## src/rtl/oc8051_cxrom_arb_if.sv

```systemverilog
// Bus bundle between the fetch/aux requesters, the code-ROM arbiter and the ROM.
// The slave modport is the arbiter's view; master is the requester/ROM side.
interface oc8051_cxrom_arb_if #(
    parameter int AW = 16,
    parameter int DW = 32
) ();
    logic          cpu_req;
    logic [AW-1:0] cpu_addr;
    logic          cpu_gnt;
    logic          cpu_ack;
    logic [DW-1:0] cpu_data;
    logic          aux_req;
    logic [AW-1:0] aux_addr;
    logic          aux_gnt;
    logic          aux_ack;
    logic [DW-1:0] aux_data;
    logic [AW-1:0] rom_addr;
    logic [DW-1:0] rom_data;
    logic [7:0]    aux_stall;

    modport slave (
        input  cpu_req, cpu_addr, aux_req, aux_addr, rom_data,
        output cpu_gnt, cpu_ack, cpu_data, aux_gnt, aux_ack, aux_data, rom_addr, aux_stall
    );

    modport master (
        output cpu_req, cpu_addr, aux_req, aux_addr, rom_data,
        input  cpu_gnt, cpu_ack, cpu_data, aux_gnt, aux_ack, aux_data, rom_addr, aux_stall
    );
endinterface

```

## src/rtl/oc8051_cxrom_arb.sv

```systemverilog
// Shares the combinational code ROM between CPU fetch and an auxiliary reader.
// Define OC8051_CXROM_ARB_FAIR_EN to force an aux grant after STARVE_LIMIT denied cycles.
module oc8051_cxrom_arb #(
    parameter int AW           = 16,
    parameter int DW           = 32,
    parameter int STARVE_LIMIT = 8
) (
    input  logic                   clk,
    input  logic                   rst,
    oc8051_cxrom_arb_if.slave      bus
);
    typedef enum logic [1:0] {
        IDLE = 2'd0,
        CPU  = 2'd1,
        AUX  = 2'd2
    } state_e;

    state_e        state_q, state_d;
    logic [AW-1:0] last_addr_q, last_addr_d;
    logic [DW-1:0] cpu_data_q, cpu_data_d;
    logic [DW-1:0] aux_data_q, aux_data_d;
    logic [7:0]    aux_stall_q, aux_stall_d;
    logic          force_aux;
    logic          cpu_gnt;
    logic          aux_gnt;

    if (STARVE_LIMIT < 1 || STARVE_LIMIT > 255) begin : g_bad_starve_limit
        $error("STARVE_LIMIT must be in 1..255");
    end

`ifdef OC8051_CXROM_ARB_FAIR_EN
    localparam logic [7:0] STARVE_LIM = 8'(STARVE_LIMIT);
    assign force_aux = bus.aux_req && (aux_stall_q >= STARVE_LIM);
`else
    assign force_aux = 1'b0;
`endif

    // Grants are held off while reset is asserted so the ROM address stays at 0.
    assign cpu_gnt = ~rst & bus.cpu_req & ~force_aux;
    assign aux_gnt = ~rst & bus.aux_req & (~bus.cpu_req | force_aux);

    always_comb begin
        // NOTE: every target gets a default first so no path leaves it unassigned (no latch).
        state_d     = IDLE;
        last_addr_d = last_addr_q;
        cpu_data_d  = cpu_data_q;
        aux_data_d  = aux_data_q;
        aux_stall_d = 8'd0;

        if (cpu_gnt) begin
            state_d     = CPU;
            last_addr_d = bus.cpu_addr;
            cpu_data_d  = bus.rom_data;
        end else if (aux_gnt) begin
            state_d     = AUX;
            last_addr_d = bus.aux_addr;
            aux_data_d  = bus.rom_data;
        end

        if (bus.aux_req && !aux_gnt && aux_stall_q != 8'hFF) begin
            aux_stall_d = aux_stall_q + 8'd1;
        end else if (bus.aux_req && !aux_gnt) begin
            aux_stall_d = aux_stall_q;
        end
    end

    always_ff @(posedge clk or posedge rst) begin
        if (rst) begin
            state_q     <= IDLE;
            last_addr_q <= '0;
            cpu_data_q  <= '0;
            aux_data_q  <= '0;
            aux_stall_q <= 8'd0;
        end else begin
            // NOTE: non-blocking so every register samples the pre-edge values of the others.
            state_q     <= state_d;
            last_addr_q <= last_addr_d;
            cpu_data_q  <= cpu_data_d;
            aux_data_q  <= aux_data_d;
            aux_stall_q <= aux_stall_d;
        end
    end

    assign bus.cpu_gnt   = cpu_gnt;
    assign bus.aux_gnt   = aux_gnt;
    assign bus.rom_addr  = cpu_gnt ? bus.cpu_addr : (aux_gnt ? bus.aux_addr : last_addr_q);
    assign bus.cpu_ack   = (state_q == CPU);
    assign bus.aux_ack   = (state_q == AUX);
    assign bus.cpu_data  = cpu_data_q;
    assign bus.aux_data  = aux_data_q;
    assign bus.aux_stall = aux_stall_q;
endmodule

```

## src/flat_wrapper.sv

```systemverilog
// flat-port wrapper written by rule: the top's interface ports become plain ports
module oc8051_cxrom_arb_flat 
#(
    parameter int AW           = 16,
    parameter int DW           = 32,
    parameter int STARVE_LIMIT = 8
)
  (clk, rst, bus_cpu_req, bus_cpu_addr, bus_aux_req, bus_aux_addr, bus_rom_data, bus_cpu_gnt, bus_cpu_ack, bus_cpu_data, bus_aux_gnt, bus_aux_ack, bus_aux_data, bus_rom_addr, bus_aux_stall);
  oc8051_cxrom_arb_if #(.AW(AW), .DW(DW)) bus_i ();
  input  logic clk;
  input  logic rst;
  input wire logic [$bits(bus_i.cpu_req)-1:0] bus_cpu_req;
  input wire logic [$bits(bus_i.cpu_addr)-1:0] bus_cpu_addr;
  input wire logic [$bits(bus_i.aux_req)-1:0] bus_aux_req;
  input wire logic [$bits(bus_i.aux_addr)-1:0] bus_aux_addr;
  input wire logic [$bits(bus_i.rom_data)-1:0] bus_rom_data;
  output wire logic [$bits(bus_i.cpu_gnt)-1:0] bus_cpu_gnt;
  output wire logic [$bits(bus_i.cpu_ack)-1:0] bus_cpu_ack;
  output wire logic [$bits(bus_i.cpu_data)-1:0] bus_cpu_data;
  output wire logic [$bits(bus_i.aux_gnt)-1:0] bus_aux_gnt;
  output wire logic [$bits(bus_i.aux_ack)-1:0] bus_aux_ack;
  output wire logic [$bits(bus_i.aux_data)-1:0] bus_aux_data;
  output wire logic [$bits(bus_i.rom_addr)-1:0] bus_rom_addr;
  output wire logic [$bits(bus_i.aux_stall)-1:0] bus_aux_stall;
  assign bus_i.cpu_req = bus_cpu_req;
  assign bus_i.cpu_addr = bus_cpu_addr;
  assign bus_i.aux_req = bus_aux_req;
  assign bus_i.aux_addr = bus_aux_addr;
  assign bus_i.rom_data = bus_rom_data;
  assign bus_cpu_gnt = bus_i.cpu_gnt;
  assign bus_cpu_ack = bus_i.cpu_ack;
  assign bus_cpu_data = bus_i.cpu_data;
  assign bus_aux_gnt = bus_i.aux_gnt;
  assign bus_aux_ack = bus_i.aux_ack;
  assign bus_aux_data = bus_i.aux_data;
  assign bus_rom_addr = bus_i.rom_addr;
  assign bus_aux_stall = bus_i.aux_stall;
  oc8051_cxrom_arb #(.AW(AW), .DW(DW), .STARVE_LIMIT(STARVE_LIMIT)) u_core (.clk(clk), .rst(rst), .bus(bus_i));
endmodule
```

## config.mk

```make
export PLATFORM = sky130hd
export DESIGN_NAME = oc8051_cxrom_arb_flat
export DESIGN_NICKNAME = d
export VERILOG_FILES = /design/src/rtl/oc8051_cxrom_arb_if.sv /design/src/rtl/oc8051_cxrom_arb.sv /design/src/flat_wrapper.sv
export SDC_FILE = /design/constraint.sdc
export NUM_CORES = 1
export LEC_CHECK = 0
export CORE_MARGIN = 3
export CORE_UTILIZATION = 46
export CTS_BUF_LIST = sky130_fd_sc_hd__clkbuf_4
export CTS_CLUSTER_SIZE = 16
export DETAILED_ROUTE_END_ITERATION = 6
export HOLD_SLACK_MARGIN = 0.12
export PLACE_DENSITY = 0.87
export SLEW_MARGIN = 30
export SYNTH_ARGS = -nofsm -noshare
export SYNTH_HDL_FRONTEND = slang
export SYNTH_SLANG_ARGS = --single-unit
```

## constraint.sdc

```tcl
create_clock -name clk -period 7.2 [get_ports clk]
set_input_delay 2.16 -clock clk [delete_from_list [all_inputs] [get_ports clk]]
set_output_delay 2.16 -clock clk [all_outputs]
set_load 0.005 [all_outputs]
```

==> results of run 1 <==
==> per-layer routing <==
layer / global-route usage, % / up-vias / routed length, um
li1: - / 1239 / -
met1: 23.0 / 1316 / 3420
met2: 35.6 / 104 / 4560
met3: 6.69 / 13 / 739
met4: 6.97 / 0 / 165
met5: 0 / - / 0
==> sequential cells by signal, summed over array words and instances, names as in the netlist <==
signal                cells
u_core.bus.aux_data      32
u_core.bus.cpu_data      32
u_core.state_q            2
u_core.last_addr_q       16
u_core.bus.aux_stall      8
==> kinds of logic after synthesis <==
kind of cell | count (synthesis) | synth area share, %
fa+ha+maj | 1 | 0.348
mux | 65 | 20.3
compound gates | 32 | 6.60
simple gates | 55 | 7.37
flops | 90 | 62.6
buf+inv | 14 | 2.82
==> per-stage QoR <==
step	util (%)	area (um2)
final	72.6	5380
after global routing	72.6	5380
after CTS	72.6	5380
after detailed placement	71.1	5270
after global placement	71.1	5270
after floorplan	-	3600
==> area by class of cell <==
class	count	area, um2	area share, %
clock inverter	7	43.8	0.814
inverter	1	5.00	0.0930
tap	99	124	2.30
clock buffer	9	67.6	1.26
multi-input combinational	153	1250	23.3
timing repair buffer	163	1630	30.4
sequential	90	2250	41.9
==> worst register-to-register path, cell delays in order, from the launching register on <==
cell and delay (ps):
dfrtp_1 470, ha_1 270, and3_1 250, a211oi_1 340, mux2i_1 220
==> final timing paths <==
kind	to	slack, ps	cells past startpoint
min reg2reg	u_core.last_addr_q[1]$_DFF_PP0_	490	2
min	u_core.last_addr_q[1]$_DFF_PP0_	490	2
min in group asynchronous	u_core.state_q[1]$_DFF_PP0_	2340	2
max reg2reg	u_core.bus.aux_stall[5]$_DFFE_PP0P_	5590	4
max in group asynchronous	u_core.bus.aux_data[10]$_DFFE_PP0P_	3730	3
max	bus_rom_addr[6]	880	5
==> cells in the final DEF, fill, tap and decap left out <==
| cell type | synthesis | final |
|---|---|---|
| a211oi_1 | 2 | 2 |
| nor2b_4 | 1 | 1 |
| a22oi_1 | 16 | 16 |
| a31oi_1 | 1 | 1 |
| nor2b_1 | 2 | 2 |
| clkbuf_4 | 0 | 9 |
| nor4b_1 | 1 | 1 |
| nand2_1 | 36 | 36 |
| a21o_1 | 1 | 1 |
| nor3b_4 | 0 | 1 |
| a2111o_1 | 1 | 1 |
| inv_6 | 0 | 1 |
| mux2i_1 | 1 | 1 |
| nor3_1 | 4 | 4 |
| nand2b_1 | 1 | 1 |
| a21bo_2 | 1 | 1 |
| and3_1 | 1 | 1 |
| clkinv_1 | 0 | 2 |
| o21ba_2 | 1 | 1 |
| a41oi_1 | 1 | 1 |
| nor3b_1 | 1 | 1 |
| a21oi_1 | 4 | 4 |
| buf_12 | 0 | 1 |
| o21a_1 | 1 | 1 |
| and4b_1 | 1 | 1 |
| nor2_1 | 1 | 1 |
| o21ai_1 | 2 | 2 |
| clkinvlp_4 | 0 | 3 |
| ha_1 | 1 | 1 |
| clkinv_2 | 0 | 2 |
| and4_1 | 1 | 1 |
| o21bai_2 | 1 | 1 |
| clkdlybuf4s50_1 | 0 | 159 |
| mux2_2 | 64 | 64 |
| dfrtp_1 | 90 | 90 |
| nand3_1 | 4 | 4 |
| buf_4 | 8 | 3 |
==> power groups by stage <==
stage / Combinational, mW / Clock [mW] / Sequential (mW)
2_1_floorplan: 0.0972 / 0 / 0.626
3_3_place_gp: 0.310 / 0 / 0.620
3_5_place_dp: 0.319 / 0 / 0.624
4_1_cts: 0.320 / 0.243 / 0.614
5_1_grt: 0.340 / 0.265 / 0.622
6_report: 0.315 / 0.234 / 0.613
==> impl_metrics.yaml, run 1 <==
run_status:
  status: "finished clean"
drt:
  drc: 0
  ant_nets: 0
  post_drt_wl_per_cell_um: 17.0
  vias: 2672
  firstDrtPassIters: 5
  wl_um: 8890
  viasPerCell: 5.12
  first_iter_violations: 77
critical_path:
  end_kind: "output port"
  path_max_fanout: 16
  criticalPathCategory: "in -> out"
  critPathRequiredTime_ps: 5040
  timing.rr.start: "u_core.bus.aux_stall[0]$_DFFE_PP0P_"
  startpoint_type: "input port"
  cp_cell_sequence: "clkdlybuf4s50_1 -> o21bai_2 -> nand2_1 -> nand2_1 -> clkdlybuf4s50_1"
  critical-path-top-delay-family: "buffers and inverters"
  cp_slowest_cell: "o21bai_2"
  max_stage_delay_ps: 670
  crit_path_start: "bus_cpu_req"
  cp_num_buf_inv: 2
  cp.arrival_ps: 4160
sta:
  setup_violations: 0
  drv_slew: 0
  slew_headroom_pct: 48.4
  hold_ws_ps: 494
  rsz0062_at_grt: "false"
  fmax_mhz: 158
  setup_tns_ps: 0
  worstMarginPinSlew_ps: 774
  finalCritPeriodShare_pct: 87.8
  worst_slack_ps: 879
  fin_crit_ps: 6320
  skew_ps: 14.3
  hold_viol: 0
floorplan:
  rows: 31
  dieArea_mm2: 0.00892
  die_height_um: 94.5
  core_mm2: 0.00741
  ios: 160
  start_util_pct: 48.6
  die_w_um: 94.5
power_and_ir_drop:
  p_int_mw: 0.861
  p_clk_share_pct: 20.1
  p_leak_nw: 2.25
  p_per_area_mw_per_mm2: 216
  power_frac_comb_pct: 27.1
  vdd_drop_max_mv: 0.148
  finalPower_mw: 1.16
  seqPwrFrac_pct: 52.8
  p_sw_share_pct: 25.9
  switchingPower_mw: 0.301
layout:
  drive_gt1_share_pct: 20.8
  insertedDiodeCount: 0
  nets: 487
  final_cells: 522
  synthToLayoutAreaGrowth_pct: 49.4
  n_fill_cell: 518
clock_tree:
  clk_path_buf_depth: 2
  holdBufCountCts: 0
  cts_resized: 0
  htreeDepth: 3
  numCtsBuffers: 9
  clk_pin_slew_worst_paths_ps: 140
  cts-root-buf: "clkbuf_4"
  cts_sinks: 90
  cts_setup_buffers: 0
  cts_tree: "done"
  clock_latency_ps: 390
global_route:
  grt_max_degree: 61
  grt_pass1_vias: 2891
  grt_pass1_wl_um: 14000
  antenna_found_initial: 0
  track_usage_pct: 20.2
  overflow: 0
synthesis:
  ys_top_cells_by_count: "dfrtp_1 (90), mux2_2 (64), nand2_1 (36)"
  synth_nets: 326
  async_reset_ff_share_pct: 100
  synthTopCellsByArea: "dfrtp_1 (63%), mux2_2 (20%), nand2_1 (3.8%), a22oi_1 (3.3%), buf_4 (1.7%)"
  avgSynthCellArea_um2: 14.0
  synth-edff-count: 0
  synth.most_common_cell: "dfrtp_1"
  syn_area_mm2: 0.00360
  ys_seq_area_share_pct: 62.6
  syn_inst: 257
  yosysTopAreaCellShare_pct: 62.6
  synth.ff_latch_count: 90
  ys.flop_type: "dfrtp_1"
  synth_warnings: 0
  yosysTopAreaCell: "dfrtp_1"
  synthDistinctLibCells: 33
placement:
  dp_hpwl_um: 6520
  pre_cts_ws_ps: 848
  port_buffers: 159
  gp_routability_congestion: 0.758
  place_inst: 506
worst_hold_path:
  hold_path.class: "reg -> reg"
  hold_start: "u_core.last_addr_q[1]$_DFF_PP0_"
run:
  drv_cap: 0
Note: power is estimated with default switching activity, not from simulation.
==> inputs of run 2 (changes only) <==
HOLD_SLACK_MARGIN = 0.1   (was 0.12)
clock period = 7.6 ns   (was 7.2 ns; I/O delays follow)
==> run 2 against run 1 <==
  * Total power is 9.7% higher
  * Clock power grew 69%
  * Die area stayed put
  * Sequential cell count did not move
  * Critical path type unchanged
  * Hold slack worse by 5.0 ps
  * Critical path depth is the same
  * Register-to-register slack better by 380 ps
  * Global-route usage rose by 0.34 points
  * Clock skew down 1.7 ps
==> impl_metrics.yaml, run 2 (same netlist as run 1, synthesis figures left out) <==
run_status:
  status: "finished clean"
layout:
  multi_input_area_mm2: 0.00125
  drive_gt1_share_pct: 21.3
  layout_commonest_cell: "clkdlybuf4s50_1"
  insertedDiodeCount: 0
  final_cell_mix: "clkdlybuf4s50_1 (159), dfrtp_1 (90), mux2_2 (64), nand2_1 (36), a22oi_1 (16)"
  seq_area_mm2: 0.00225
  n_fill_cell: 510
  synthToLayoutAreaGrowth_pct: 52.8
  nets: 487
  final_cells: 522
critical_path:
  criticalPathCategory: "in -> out"
  end_kind: "output port"
  startpoint_type: "input port"
  path_max_fanout: 16
  cp.arrival_ps: 4300
  r2r_slack_ps: 5970
  critPathRequiredTime_ps: 5320
clock_tree:
  cts_setup_buffers: 0
  cts_sinks: 90
  clk_pin_slew_worst_paths_ps: 120
  htreeDepth: 3
  holdBufCountCts: 0
  cts_tree: "done"
  numCtsBuffers: 9
  clock_latency_ps: 420
  cts_resized: 0
  clk_path_buf_depth: 2
  cts-root-buf: "clkbuf_4"
sta:
  fin_crit_ps: 6580
  hold_viol: 0
  worstMarginPinSlew_ps: 777
  skew_ps: 12.6
  fmax_mhz: 152
  slew_headroom_pct: 48.2
  worst_slack_ps: 1020
  setup_violations: 0
  finalCritPeriodShare_pct: 86.6
  drv_slew: 0
  rsz0062_at_grt: "false"
  setup_tns_ps: 0
  hold_ws_ps: 489
global_route:
  grt_pass1_vias: 2918
  track_usage_pct: 20.5
  grt_pass1_wl_um: 14100
  antenna_found_initial: 0
  overflow: 0
  grt_max_degree: 61
floorplan:
  die_height_um: 94.5
  start_util_pct: 48.6
  core_mm2: 0.00741
  rows: 31
  ios: 160
  dieArea_mm2: 0.00892
  die_w_um: 94.5
worst_hold_path:
  hold_path.class: "reg -> reg"
drt:
  ant_nets: 0
  wl_um: 8880
  firstDrtPassIters: 4
  viasPerCell: 5.21
  first_iter_violations: 77
  post_drt_wl_per_cell_um: 17.0
  drc: 0
  vias: 2720
power_and_ir_drop:
  p_per_area_mw_per_mm2: 232
  p_leak_nw: 2.32
  finalPower_mw: 1.27
  vdd_drop_max_mv: 0.160
placement:
  pre_cts_ws_ps: 990
  place_inst: 506
  dp_hpwl_um: 6430
  gp_routability_congestion: 0.758
  port_buffers: 159
run:
  drv_cap: 0
## run 2: cell count changes in the layout (fill, tap and decap cells not counted)
cell / before / now
bufinv_16: 0 / 5
clkbuf_4: 9 / 11
clkinv_1: 2 / 0
clkinv_2: 2 / 1
clkinvlp_4: 3 / 0
inv_6: 1 / 0
## run 2: per-stage QoR
stage | utilization [%] | cell area [um2]
6_report | 74.2 | 5500
4_1_cts | 74.2 | 5500
3_5_place_dp | 71.1 | 5270
2_1_floorplan | - | 3600
5_1_grt | 74.2 | 5500
3_3_place_gp | 71.1 | 5270
## run 2: worst max-delay path, stage by stage
cell and delay, ps:
clkdlybuf4s50_1 540, o21bai_2 670, nand2_1 160, nand2_1 130, clkdlybuf4s50_1 520
## run 2: final timing paths
path,start,end,cells past startpoint
max reg2reg,u_core.bus.aux_stall[0]$_DFFE_PP0P_,u_core.bus.aux_stall[5]$_DFFE_PP0P_,4
min reg2reg,u_core.last_addr_q[7]$_DFF_PP0_,u_core.last_addr_q[7]$_DFF_PP0_,2
min,u_core.last_addr_q[7]$_DFF_PP0_,u_core.last_addr_q[7]$_DFF_PP0_,2
max,bus_cpu_req,bus_rom_addr[6],5
min in group asynchronous,rst,u_core.bus.aux_stall[0]$_DFFE_PP0P_,2
max in group asynchronous,rst,u_core.last_addr_q[11]$_DFF_PP0_,3
## run 2: layer usage
layer | global-route usage [%] | routed length (um) | up-vias
met5 | 0 | 0 | -
met4 | 6.01 | 133 | 0
met3 | 8.13 | 737 | 10
met2 | 35.8 | 4670 | 99
met1 | 23.4 | 3340 | 1368
li1 | - | - | 1243
## run 2: layout make-up
class,count,area share [%]
tap,99,2.25
inverter,1,0.0910
multi-input combinational,153,22.8
clock buffer,11,1.50
clock inverter,5,2.73
sequential,90,40.9
timing repair buffer,163,29.7
## run 2: where the power goes
group / internal (mW) / switching (mW)
combinational: 0.203 / 0.0947
clock: 0.241 / 0.156
sequential: 0.548 / 0.0335
